==> config.mk <==
export PLATFORM = sky130hd
export DESIGN_NAME = pb_display_scan
export DESIGN_NICKNAME = d
export VERILOG_FILES = /design/src/rtl/pb_display_pkg.sv /design/src/rtl/pb_display_hex7seg.sv /design/src/rtl/pb_display_scan.sv
export SDC_FILE = /design/constraint.sdc
export NUM_CORES = 1
export LEC_CHECK = 0
export ABC_AREA = 1
export BUFFER_PORTS_ARGS = -buffer_cell sky130_fd_sc_hd__buf_2
export CAP_MARGIN = 15
export CORE_MARGIN = 4
export CORE_UTILIZATION = 49
export DETAILED_ROUTE_END_ITERATION = 8
export PLACE_DENSITY = 0.67
export SETUP_SLACK_MARGIN = 0.4
export SLEW_MARGIN = 25
export SYNTH_ARGS = -nofsm -noshare
export SYNTH_HDL_FRONTEND = slang
export SYNTH_SLANG_ARGS = --single-unit
==> constraint.sdc <==
create_clock -name clk -period 3.05 [get_ports clk]
set_input_delay 0.305 -clock clk [delete_from_list [all_inputs] [get_ports clk]]
set_output_delay 0.305 -clock clk [all_outputs]
set_load 0.005 [all_outputs]
==> src/rtl/pb_display_pkg.sv <==
// Shared definitions for the PicoBlaze seven-segment scan peripheral:
// register offsets inside the 8-address window, scan FSM state encodings
// and the values every register takes while reset is asserted.
package pb_display_pkg;

    // Register offsets relative to BASE_ADDRESS
    localparam logic [2:0] OFF_DIGIT0  = 3'd0;
    localparam logic [2:0] OFF_DIGIT1  = 3'd1;
    localparam logic [2:0] OFF_DIGIT2  = 3'd2;
    localparam logic [2:0] OFF_DIGIT3  = 3'd3;
    localparam logic [2:0] OFF_CONTROL = 3'd4;
    localparam logic [2:0] OFF_PERIOD  = 3'd5;
    localparam logic [2:0] OFF_BLANK   = 3'd6;
    localparam logic [2:0] OFF_STATUS  = 3'd7;

    // Scan FSM states
    typedef enum logic [1:0] {
        ST_IDLE  = 2'd0,
        ST_DRIVE = 2'd1,
        ST_BLANK = 2'd2
    } scan_state_e;

    // Reset values
    localparam logic [4:0] RST_DIGIT   = 5'h00;  // {dp, hex}
    localparam logic [4:0] RST_CONTROL = 5'h00;  // {enable, mask}
    localparam logic [7:0] RST_PERIOD  = 8'h3F;
    localparam logic [7:0] RST_BLANK   = 8'h10;

endpackage

==> src/rtl/pb_display_hex7seg.sv <==
// Combinational hex-to-seven-segment font, active-low outputs.
// Ports:
//   hex_in  [3:0] : hex value 0-F
//   dp            : decimal point request (active-high)
//   cathode [7:0] : [7] = ~dp, [6:0] = segments g..a, 0 = lit
module pb_display_hex7seg
    import pb_display_pkg::*;
(
    input  logic [3:0] hex_in,
    input  logic       dp,
    output logic [7:0] cathode
);

    logic [6:0] seg_s;

    // Font lookup: bit 0 = segment a ... bit 6 = segment g
    always_comb begin
        seg_s = 7'h7F;
        case (hex_in)
            4'h0:    seg_s = 7'h40;
            4'h1:    seg_s = 7'h79;
            4'h2:    seg_s = 7'h24;
            4'h3:    seg_s = 7'h30;
            4'h4:    seg_s = 7'h19;
            4'h5:    seg_s = 7'h12;
            4'h6:    seg_s = 7'h02;
            4'h7:    seg_s = 7'h78;
            4'h8:    seg_s = 7'h00;
            4'h9:    seg_s = 7'h10;
            4'hA:    seg_s = 7'h08;
            4'hB:    seg_s = 7'h03;
            4'hC:    seg_s = 7'h46;
            4'hD:    seg_s = 7'h21;
            4'hE:    seg_s = 7'h06;
            4'hF:    seg_s = 7'h0E;
            default: seg_s = 7'h7F;
        endcase
        cathode = {~dp, seg_s};
    end

endmodule

==> src/rtl/pb_display_scan.sv <==
// PicoBlaze-attached 4-digit multiplexed seven-segment display scanner.
// Eight registers at BASE_ADDRESS..+7 (DIGIT0-3, CONTROL, PERIOD, BLANK,
// STATUS). Each digit slot lasts PERIOD+1 scan ticks, optionally followed by
// BLANK clocks of dark time; masked digits still consume their slot.
// Ports:
//   clk, reset (sync, active-low)
//   port_id, data_in, write_strobe, read_strobe : PicoBlaze I/O bus
//   data_out [7:0] : registered read data, one cycle after port_id
//   anode    [3:0] : digit selects, active-low
//   cathode  [7:0] : segments, active-low, [7] = dp
module pb_display_scan
    import pb_display_pkg::*;
#(
    parameter logic [7:0] BASE_ADDRESS = 8'h00,
    parameter int         TICK_DIV     = 256
) (
    input  logic       clk,
    input  logic       reset,
    input  logic [7:0] port_id,
    input  logic [7:0] data_in,
    input  logic       write_strobe,
    input  logic       read_strobe,
    output logic [7:0] data_out,
    output logic [3:0] anode,
    output logic [7:0] cathode
);

    localparam int         PW         = $clog2(TICK_DIV);
    localparam logic [PW-1:0] PRESC_LAST = PW'(TICK_DIV - 1);

    logic [3:0][4:0] digit_q, digit_d;
    logic [4:0]      ctrl_q, ctrl_d;
    logic [7:0]      period_q, period_d;
    logic [7:0]      blank_q, blank_d;
    logic            fd_q, fd_d;
    scan_state_e     state_q, state_d;
    logic [1:0]      idx_q, idx_d;
    logic [PW-1:0]   presc_q, presc_d;
    logic [7:0]      ticks_q, ticks_d;
    logic [7:0]      dwell_q, dwell_d;
    logic [7:0]      bcnt_q, bcnt_d;
    logic [7:0]      data_out_q, data_out_d;
    logic [3:0]      anode_q, anode_d;
    logic [7:0]      cathode_q, cathode_d;

    logic [7:0]      offset_s;
    logic            hit_s;
    logic            enable_s;
    logic            tick_s;
    logic            next_slot_s;
    logic            wrap_s;
    logic            clr_s;
    logic [7:0]      font_s;

    // Window decode; subtraction wraps so the window may sit anywhere
    assign offset_s = port_id - BASE_ADDRESS;
    assign hit_s    = (offset_s[7:3] == 5'd0);
    assign enable_s = ctrl_q[4];
    assign tick_s   = (presc_q == PRESC_LAST);
    assign clr_s    = read_strobe && hit_s && (offset_s[2:0] == OFF_STATUS);

    pb_display_hex7seg u_font (
        .hex_in  (digit_q[idx_q][3:0]),
        .dp      (digit_q[idx_q][4]),
        .cathode (font_s)
    );

    // Register writes and read-data mux
    always_comb begin
        digit_d    = digit_q;
        ctrl_d     = ctrl_q;
        period_d   = period_q;
        blank_d    = blank_q;
        data_out_d = 8'h00;
        if (write_strobe && hit_s) begin
            case (offset_s[2:0])
                OFF_DIGIT0, OFF_DIGIT1, OFF_DIGIT2, OFF_DIGIT3:
                    digit_d[offset_s[1:0]] = {data_in[7], data_in[3:0]};
                OFF_CONTROL: ctrl_d   = data_in[4:0];
                OFF_PERIOD:  period_d = data_in;
                OFF_BLANK:   blank_d  = data_in;
                default:     ctrl_d   = ctrl_q;  // STATUS is read-only
            endcase
        end else begin
            ctrl_d = ctrl_q;
        end
        if (hit_s) begin
            case (offset_s[2:0])
                OFF_DIGIT0, OFF_DIGIT1, OFF_DIGIT2, OFF_DIGIT3:
                    data_out_d = {digit_q[offset_s[1:0]][4], 3'b000,
                                  digit_q[offset_s[1:0]][3:0]};
                OFF_CONTROL: data_out_d = {3'b000, ctrl_q};
                OFF_PERIOD:  data_out_d = period_q;
                OFF_BLANK:   data_out_d = blank_q;
                OFF_STATUS:  data_out_d = {4'b0000, fd_q, (state_q == ST_BLANK), idx_q};
                default:     data_out_d = 8'h00;
            endcase
        end else begin
            data_out_d = 8'h00;
        end
    end

    // Scan FSM next state, prescaler, slot/blank counters and frame flag
    always_comb begin
        state_d     = state_q;
        idx_d       = idx_q;
        presc_d     = presc_q;
        ticks_d     = ticks_q;
        dwell_d     = dwell_q;
        bcnt_d      = bcnt_q;
        next_slot_s = 1'b0;
        wrap_s      = 1'b0;
        if (!enable_s) begin
            state_d = ST_IDLE;
            idx_d   = 2'd0;
            presc_d = '0;
            ticks_d = 8'd0;
        end else begin
            case (state_q)
                ST_IDLE: begin
                    state_d = ST_DRIVE;
                    idx_d   = 2'd0;
                    presc_d = '0;
                    ticks_d = 8'd0;
                    dwell_d = period_q;
                end
                ST_DRIVE: begin
                    presc_d = tick_s ? '0 : presc_q + PW'(1);
                    if (tick_s && (ticks_q == dwell_q)) begin
                        if (blank_q != 8'd0) begin
                            state_d = ST_BLANK;
                            bcnt_d  = blank_q;  // blank length sampled here only
                        end else begin
                            next_slot_s = 1'b1;
                        end
                    end else if (tick_s) begin
                        ticks_d = ticks_q + 8'd1;
                    end else begin
                        ticks_d = ticks_q;
                    end
                end
                ST_BLANK: begin
                    if (bcnt_q <= 8'd1) begin
                        next_slot_s = 1'b1;
                    end else begin
                        bcnt_d = bcnt_q - 8'd1;
                    end
                end
                default: state_d = ST_IDLE;
            endcase
            // Start of the next digit slot: realign the prescaler so every
            // slot is exactly (PERIOD+1)*TICK_DIV clocks long
            if (next_slot_s) begin
                state_d = ST_DRIVE;
                idx_d   = idx_q + 2'd1;
                wrap_s  = (idx_q == 2'd3);
                presc_d = '0;
                ticks_d = 8'd0;
                dwell_d = period_q;
            end else begin
                wrap_s = 1'b0;
            end
        end
        // Set beats a simultaneous read-clear
        if (wrap_s) begin
            fd_d = 1'b1;
        end else if (clr_s) begin
            fd_d = 1'b0;
        end else begin
            fd_d = fd_q;
        end
    end

    // Output drive computed from current state; registered below
    always_comb begin
        anode_d   = 4'hF;
        cathode_d = 8'hFF;
        if (state_q == ST_DRIVE) begin
            anode_d   = ctrl_q[idx_q] ? ~(4'b0001 << idx_q) : 4'hF;
            cathode_d = font_s;
        end else begin
            anode_d   = 4'hF;
            cathode_d = 8'hFF;
        end
    end

    // State and register flops with synchronous active-low reset
    always_ff @(posedge clk) begin
        if (!reset) begin
            digit_q    <= {4{RST_DIGIT}};
            ctrl_q     <= RST_CONTROL;
            period_q   <= RST_PERIOD;
            blank_q    <= RST_BLANK;
            fd_q       <= 1'b0;
            state_q    <= ST_IDLE;
            idx_q      <= 2'd0;
            presc_q    <= '0;
            ticks_q    <= 8'd0;
            dwell_q    <= RST_PERIOD;
            bcnt_q     <= 8'd0;
            data_out_q <= 8'h00;
            anode_q    <= 4'hF;
            cathode_q  <= 8'hFF;
        end else begin
            digit_q    <= digit_d;
            ctrl_q     <= ctrl_d;
            period_q   <= period_d;
            blank_q    <= blank_d;
            fd_q       <= fd_d;
            state_q    <= state_d;
            idx_q      <= idx_d;
            presc_q    <= presc_d;
            ticks_q    <= ticks_d;
            dwell_q    <= dwell_d;
            bcnt_q     <= bcnt_d;
            data_out_q <= data_out_d;
            anode_q    <= anode_d;
            cathode_q  <= cathode_d;
        end
    end

    assign data_out = data_out_q;
    assign anode    = anode_q;
    assign cathode  = cathode_q;

endmodule

==> flow_summary.yaml <==
status:
  outcome: "finished, final reports clean"
floorplanning:
  dieWidth_um: 108
  die_area_um2: 11600
  start_util_pct: 50.1
  rows: 36
  ioPinCount: 40
  core_region_area_um2: 9730
  die_h_um: 108
final_layout:
  stdcell_count: 874
  multi_input_area_um2: 2480
  layout-drive-gt1-share_pct: 10.5
  ff_latch_area_um2: 1960
  fill_cells: 972
  area_growth_pct: 9.71
  diodes: 0
  final_nets: 773
clock_network:
  cts_buffers: 9
  postCtsSetupBuffers: 0
  cts_htree_levels: 3
  cts_resized: 0
  clkLatencyLatePin_ns: 0.37
  cts.sinks: 98
  postCtsHoldBufs: 0
  clk_path_buf_depth: 2
  clk_pin_slew_ns: 0.10
  cts-root-buf: "clkbuf_8"
  cts_tree: "done"
synth:
  synth_nets: 740
  synth_largest_area_cell: "dfxtp_1"
  synthFlopType: "dfxtp_1"
  ys_seq_area_share_pct: 40.3
  synth_cell_type_count: 37
  async_reset_ff_share_pct: 0
  synth_area_per_cell_um2: 6.93
  yosys-top-cells-area: "dfxtp_1 (40%), nand2_1 (13%), a21oi_1 (7.1%)"
  syn_inst: 703
  synth_seq_cells: 98
  ys_top_cells_by_count: "nand2_1 (164), dfxtp_1 (98), inv_1 (79), a21oi_1 (69), nor2_1 (67)"
  yosysWarnings: 0
  synth.top_cell.area_share_pct: 40.3
  synth_enable_flop_cells: 0
  netlist_area_um2: 4870
  yosys.cell_count.top_type: "nand2_1"
detailed_routing:
  ant_nets: 0
  drc_errors: 0
  vias: 4657
  drt_iter0_markers: 342
  viasPerCell: 5.33
  wl_per_cell_um: 14.3
  finalWirelength_mm: 12.5
  first_pass_iters: 5
power:
  p_sw_share_pct: 23.8
  combPwrFrac_pct: 3.4
  clockPowerShare_pct: 38.5
  peakVddDrop_v: 0.000223
  cellLeakagePower_nw: 2.19
  p_switching_w: 0.000527
  p_seq_share_pct: 58.0
  p_total_w: 0.00221
  cellPowerDensity_nw_per_um2: 413
  p_int_w: 0.00168
grt:
  gr-total-overflow: 0
  grt_pass1_vias: 4309
  grt_pass1_wl_mm: 20.9
  grt_max_degree: 47
  antenna_found_initial: 0
  gr-usage-all-layers_pct: 22.6
critical_path:
  worstPathMaxFanout: 24
  rrSetupSlack_ns: 0.70
  rr_worst_depth: 10
  r2r-end: "cathode[0]"
  crit_arrival_ns: 2.61
  worst-setup-path-type: "reg2reg"
  worstReg2RegStart: "idx_q[0]"
  startpoint_type: "register"
  critPathCaptureType: "register"
  required_ns: 3.31
worst_hold_path:
  whs_endpoint: "period_q[5]"
  hp-start: "data_in[5]"
  hold_depth: 3
  min_path_type: "in2reg"
place:
  gp_congestion: 0.922
  port_buffers: 39
  dp_hpwl_mm: 9.12
  dp_slack_ns: 0.717
  placed_cells: 858
timing:
  skew_ns: 0.0148
  finalCritPeriodShare_pct: 77.1
  finalWorstSetupSlack_ns: 0.697
  max_freq_ghz: 0.425
  period_needed_ns: 2.35
  hold_violations: 0
  rsz0062_at_grt: "no"
  worst_pin_slew_ns: 0.745
  final.setup.tns_ns: 0
  drv_slew: 0
  setup_viol: 0
  slew_headroom_pct: 50.1
flow_run:
  maxCapViolations: 0
-- worst max-delay path, cell delays in order (launching register included) --
cell and delay, ns:
dfxtp_1 0.75, inv_1 0.32, nand2_1 0.13, nand3_1 0.08, nand2_1 0.20, inv_1 0.09, ha_1 0.20, inv_1 0.08
nor2_1 0.07, o21ai_0 0.19, o311ai_1 0.12
-- per-stage QoR --
step	instance area, µm²	utilization, %	hold slack, ns
after global placement	5150	52.9	0.464
after CTS	5340	54.9	0.171
after global routing	5340	54.9	0.184
after floorplan	4870	-	0.431
after detailed placement	5150	52.9	0.467
final	5340	54.9	0.172
-- registers in the layout, summed over array words and instances, names as in the netlist --
signal and flops:
fd_q 1, bcnt_q 8, ctrl_q 5, cathode 8
idx_q 2, dwell_q 8, data_out 8, digit_q 20
presc_q 8, state_q 2, anode 4, ticks_q 8
blank_q 8, period_q 8
-- kinds of logic (layout without fill, tap and decap cells) --
logic type | Yosys count | in the layout | share of synthesized area, %
AOI/OAI and AO/OA | 161 | 161 | 17.8
xor gates and xnor gates | 3 | 3 | 0.540
adders and majority gates | 17 | 17 | 4.37
buffers and inverters | 105 | 143 | 8.71
DFF | 98 | 98 | 40.3
and+or+nand+nor | 319 | 319 | 28.3
-- placed cells by master, fill, tap and decap left out, types with 9 or more instances in the layout --
master	count
a21oi_1	69
dfxtp_1	98
ha_1	17
nand3_1	55
buf_2	39
clkbuf_8	9
nor2_1	67
inv_1	79
nand2_1	164
o21ai_0	64
-- metal layers --
metal | track usage (%) | vias up | part of all wire (%)
met1 | 31.5 | 2124 | 48
met2 | 34.5 | 133 | 44
li1 | - | 2377 | -
met4 | 9.74 | 0 | 2.4
met3 | 3.36 | 23 | 5.5
met5 | 0 | - | 0
-- power groups by stage --
stage	Combinational, W	Sequential [W]	Clock [W]
after floorplan	0.0000408	0.00131	0
after global placement	0.0000746	0.00131	0
after detailed placement	0.0000757	0.00131	0
after CTS	0.0000758	0.00128	0.000866
after global routing	0.0000847	0.00128	0.000909
final	0.0000762	0.00128	0.000851
-- how the worst max path moves through the flow --
stage                from          to  slack (ns)  depth (start not counted)
2_1_floorplan    idx_q[0]  cathode[0]        1.33                         10
3_3_place_gp   state_q[1]  dwell_q[3]        0.91                         11
3_5_place_dp     idx_q[0]  cathode[0]        0.72                         10
4_1_cts          idx_q[0]  cathode[0]        0.69                         10
5_1_grt          idx_q[0]  cathode[0]        0.46                         10
6_report         idx_q[0]  cathode[0]        0.70                         10
-- final cells by class --
| class | count | share of cell area [%] |
|---|---|---|
| Tap cell | 133 | 3.11 |
| Clock buffer | 10 | 2.39 |
| Sequential cell | 98 | 36.7 |
| Inverter | 85 | 5.97 |
| Clock inverter | 6 | 1.24 |
| Multi-Input combinational cell | 500 | 46.5 |
| Timing Repair Buffer | 42 | 4.07 |
Power figures use the tool's default switching activity.
